$ cat config.mk
export PLATFORM = sky130hd
export DESIGN_NAME = regfile_wport_sched
export DESIGN_NICKNAME = d
export VERILOG_FILES = /design/src/rtl/regfile_wport_sched.sv
export SDC_FILE = /design/constraint.sdc
export NUM_CORES = 1
export LEC_CHECK = 0
export ABC_AREA = 1
export CORE_MARGIN = 2
export CORE_UTILIZATION = 40
export DETAILED_ROUTE_END_ITERATION = 6
export PLACE_DENSITY = 0.65
export SLEW_MARGIN = 20
export SYNTH_ARGS = -nofsm -noshare
export SYNTH_HDL_FRONTEND = slang
export SYNTH_SLANG_ARGS = --single-unit
$ cat constraint.sdc
create_clock -name clk -period 7.4 [get_ports clk]
set_input_delay 1.48 -clock clk [delete_from_list [all_inputs] [get_ports clk]]
set_output_delay 1.48 -clock clk [all_outputs]
set_load 0.02 [all_outputs]
$ cat src/rtl/regfile_wport_sched.sv
// Arbitrates the single register-file write port between WB and a queued long-latency
// result stream, and tracks outstanding long-op destinations to stall ID.
module regfile_wport_sched #(
  parameter int DW         = 32,
  parameter int AW         = 5,
  parameter int QDEPTH     = 2,
  parameter int STARVE_MAX = 4
) (
  input  logic          clk,
  input  logic          rst_n,
  input  logic          RegWrite_wb,
  input  logic [AW-1:0] RegWriteAddr_wb,
  input  logic [DW-1:0] RegWriteData_wb,
  input  logic          Lop_valid,
  output logic          Lop_ready,
  input  logic [AW-1:0] Lop_addr,
  input  logic [DW-1:0] Lop_data,
  input  logic          Issue_id,
  input  logic [AW-1:0] IssueAddr_id,
  input  logic          DestWrite_id,
  input  logic [AW-1:0] DestAddr_id,
  input  logic [AW-1:0] RsAddr_id,
  input  logic [AW-1:0] RtAddr_id,
  output logic          RegWrite,
  output logic [AW-1:0] WriteAddr,
  output logic [DW-1:0] WriteData,
  output logic          Sched_stall,
  output logic [AW:0]   Pending
);

  localparam int PW = $clog2(QDEPTH);
  localparam int CW = PW + 1;
  localparam int NR = 1 << AW;
  localparam int SW = $clog2(STARVE_MAX + 1);

  logic [AW-1:0] q_addr [QDEPTH];
  logic [DW-1:0] q_data [QDEPTH];
  logic [PW-1:0] wr_ptr, rd_ptr;
  logic [CW-1:0] count;
  logic          ready_q;
  logic [NR-1:0] busy, busy_nxt;
  logic [SW-1:0] starve;
  logic [AW:0]   pending_q, pending_nxt;
  logic          empty, full, push, pop, starved;

  assign empty = (count == '0);
  assign full  = (count == CW'(QDEPTH));
  assign pop   = !RegWrite_wb && !empty;
  // A full queue still accepts when the head leaves in the same cycle.
  assign Lop_ready = ready_q && (!full || pop);
  assign push  = Lop_valid && Lop_ready;

  always_comb begin
    RegWrite  = 1'b0;
    WriteAddr = '0;
    WriteData = '0;
    if (RegWrite_wb) begin
      RegWrite  = 1'b1;
      WriteAddr = RegWriteAddr_wb;
      WriteData = RegWriteData_wb;
    end else if (!empty) begin
      RegWrite  = 1'b1;
      WriteAddr = q_addr[rd_ptr];
      WriteData = q_data[rd_ptr];
    end
  end

  always_comb begin
    busy_nxt = busy;
    if (pop && q_addr[rd_ptr] != '0)
      busy_nxt[q_addr[rd_ptr]] = 1'b0;
    if (Issue_id && IssueAddr_id != '0)
      busy_nxt[IssueAddr_id] = 1'b1;
    pending_nxt = '0;
    for (int unsigned i = 0; i < NR; i++)
      pending_nxt = pending_nxt + (AW+1)'(busy_nxt[i]);
  end

  always_ff @(posedge clk or negedge rst_n) begin
    if (!rst_n) begin
      wr_ptr    <= '0;
      rd_ptr    <= '0;
      count     <= '0;
      ready_q   <= 1'b0;
      busy      <= '0;
      starve    <= '0;
      pending_q <= '0;
    end else begin
      ready_q   <= 1'b1;
      busy      <= busy_nxt;
      pending_q <= pending_nxt;
      if (push) wr_ptr <= wr_ptr + PW'(1);
      if (pop)  rd_ptr <= rd_ptr + PW'(1);
      case ({push, pop})
        2'b10:   count <= count + CW'(1);
        2'b01:   count <= count - CW'(1);
        default: count <= count;
      endcase
      if (empty || pop)
        starve <= '0;
      else if (RegWrite_wb && !starved)
        starve <= starve + SW'(1);
    end
  end

  always_ff @(posedge clk) begin
    if (push) begin
      q_addr[wr_ptr] <= Lop_addr;
      q_data[wr_ptr] <= Lop_data;
    end
  end

  assign starved = (starve == SW'(STARVE_MAX));
  assign Pending = pending_q;

  assign Sched_stall = (RsAddr_id    != '0 && busy[RsAddr_id])
                     | (RtAddr_id    != '0 && busy[RtAddr_id])
                     | (DestWrite_id && DestAddr_id  != '0 && busy[DestAddr_id])
                     | (Issue_id     && IssueAddr_id != '0 && busy[IssueAddr_id])
                     | starved;

endmodule

==> flow_summary.ini <==
[logic_synthesis]
synth.area.mux_share_pct = 4.44
cell_types_with_the_largest_area_share_after_synthesis = edfxtp_1 31%, dfrtp_1 16%, nand2_1 11%
cell_with_the_most_instances_after_synthesis = nand2_1
synth_enable_flop_cells = 74
synth.yosys.warnings = 0
synth-compound-area-share_pct = 11.9
syn_area_mm2 = 0.00722
postSynthCellCount = 835
adder_cell_area_share_of_the_yosys_netlist_pct = 8.39
post_synth_most_frequent_cells = 214 x nand2_1, 116 x inv_1, 85 x o21ai_0
synth_flop_cell = edfxtp_1
synth_top_family_by_area = simple AND/OR/NAND/NOR gates
post_synth_num_cell_types = 40
synth_seq_cells = 120
synth_simple_gate_area_share_pct = 19.0
postSynthAreaPerCell_um2 = 8.65
synth-seq-area-share_pct = 46.7
share_of_the_synthesized_netlist_area_taken_by_xor_and_xnor_gates_pct = 0.971
synth_largest_type_area_fraction_pct = 30.8
syn-num-nets = 969
synth_async_reset_ratio_pct = 38.3
synth_top_cell_by_area = edfxtp_1

[worst_setup_path]
reg2reg_from = rd_ptr
top_family_by_delay_on_critical_path = adder cells
critical_path.endpoint_type = register
crit_path_max_fanout = 5
timing.critical_path.from = IssueAddr_id[4]
timing.critical_path.slowest_cell_delay_ns = 0.51
timing.critical_path.buf_inv = 7
critPathLaunchType = primary input
criticalPathCategory = in2reg
worst_setup_path_endpoint = Pending[4]
cp_data_required_time_ns = 7.74
r2r_end = Pending[4]
depth_of_the_most_critical_reg_to_reg_path = 24
critical_path_cell_by_cell = clkdlybuf4s50_1 > or2_1 > nor2_2 > inv_1 > o21ai_2 > inv_2 > nand2_1 > inv_1 > a21oi_1 > fa_1 > fa_1 > inv_1 > fa_1 > inv_1 > fa_1 > fa_1 > inv_1 > fa_1 > ha_1 > fa_1 > a21oi_1 > nor2_1 > nor2_1 > xnor2_1
worst_path_max_delay_cell = fa_1
critical-path-top-cell-by-count = fa_1
timing.critical_path.depth = 24
reg2reg_setup_slack_ns = 1.06
worst-endpoint-arrival_ns = 7.07

[clocking]
cts_setup_buffers = 0
ctsHoldBuffers = 0
tritoncts = built
cts-htree-levels = 4
clock_latency_ns = 0.42
cts_resized = 0
clockRootBuffer = clkbuf_16
tritoncts_num_sinks = 120
cts_inserted_buffers = 17
cts.clk_slew.worst_paths_ns = 0.06
clock_tree.buffer_depth = 2

[place]
hpwlAfterDp_mm = 15.0
globalplace.congestion = 0.948
numPortBuffers = 145

[global_routing]
antenna_found_initial = 0
grt_max_degree = 47
grt.total_usage_pct = 21.2
grt_pass1_vias = 6037
grt_pass1_wl_mm = 31.8
grt.overflow.total = 0

[timing]
final_hold_viol_count = 0
finalSetupViolations = 0
worst_slew_pin_slew_ns = 0.930
timing.final.crit_period_ns = 6.73
slew_headroom_pct = 38.0
final.setup.tns_ns = 0
unrepaired_setup_endpoints_after_global_routing = false
post-route-period-util_pct = 91.0
finalMaxSlewViolations = 0
clock_skew_ns = 0.00679
clock.fmax_mhz = 149

[worst_hold_path]
hold_path_depth = 1
hold_path_class = reg2reg

[die]
design.core.area_mm2 = 0.0178
fp.dieH_um = 138
die-width_um = 138
floorplan.die_area_mm2 = 0.0191
io_pins = 146
floorplan.initialDensity_pct = 40.5
core.rowCount = 49

[drt]
route.detailed.drc = 0
postRouteWirelength_mm = 19.8
post_drt_via_cell_ratio = 5.09
ant_nets = 0
number_of_detailed_routing_iterations_run_before_antenna_repair = 6
drt_iter0_markers = 398
wl_per_cell_um = 16.2
vias = 6228

[cells_and_area]
insertedDiodeCount = 0
layout-drive-gt1-share_pct = 7.14
layout.filler_cells = 1595
layout.nets = 1115
synthToLayoutAreaGrowth_pct = 32.1

[run]
cap_viol_max_count = 0

[outcome]
status = finished clean
==> layer usage <==
layer	wire length, µm	global-route usage (%)	up-vias
met3	1360	4.16	34
met1	8310	27.9	2931
met4	444	7.95	0
li1	-	-	3036
met5	0	0	-
met2	9670	34.8	227
==> cell usage in the layout, fill, tap and decap left out, types with 4 or more instances in the layout <==
cell type          n
or2_1              5
clkdlybuf4s50_1  144
o21ai_2            5
nand3_1           55
o21ai_0           85
o211ai_1           9
inv_2              7
buf_4              9
ha_1              10
inv_6              4
mux2i_1           32
xor2_1             4
nor2_4             5
clkinv_1           4
nand2_1          214
dfrtp_1           45
xnor2_1            4
clkbuf_16         17
nor2_1            35
inv_1            116
edfxtp_1          74
a21oi_1           42
clkinvlp_4         4
o21ai_1            5
fa_1              24
==> through the flow <==
step | util (%) | cells | setup slack [ns] | instance area [µm²] | hold slack, ns
after global routing | 53.5 | 1223 | 0.332 | 9540 | 0.531
final | 53.5 | 1223 | 0.669 | 9540 | 0.508
after global placement | 49.9 | 1189 | 0.305 | 8900 | 0.494
after detailed placement | 49.9 | 1189 | 0.253 | 8900 | 0.494
after CTS | 53.2 | 1221 | 0.659 | 9490 | 0.506
after floorplan | - | 835 | 0.990 | 7220 | 0.468
==> how the worst min path moves through the flow <==
stage	slack, ns	end	startpoint
after CTS	0.51	count[1]	count[1]
after global placement	0.49	count[1]	count[1]
after detailed placement	0.49	count[1]	count[1]
after global routing	0.53	busy[0]	busy[0]
after floorplan	0.47	count[1]	count[1]
final	0.51	count[1]	count[1]
==> cells by family after synthesis <==
group / after synthesis
AO/OA/AOI/OAI: 157
XOR/XNOR: 8
adder cells (fa/ha/maj): 34
buffers and inverters: 156
flip-flops: 120
multiplexers: 32
other: 1
AND/OR/NAND/NOR: 327
==> state kept, by name, summed over array words and instances, names as in the netlist <==
register  flops
starve        3
busy         32
rd_ptr        1
count         2
Pending       6
q_addr       10
ready_q       1
wr_ptr        1
q_data       64
==> layout make-up <==
cell class              count  area [µm²]  area share (%)
clock inverters            15         166            1.74
clock buffers              17         425            4.46
well taps                 229         287            3.00
repair buffers            156        1560            16.4
flip-flops and latches    120        3370            35.4
inverters                 127         479            5.02
multi-input cells         559        3250            34.0
Power is not shown: default switching activity piles up to over one toggle a cycle in this logic, so the estimate is an artifact.
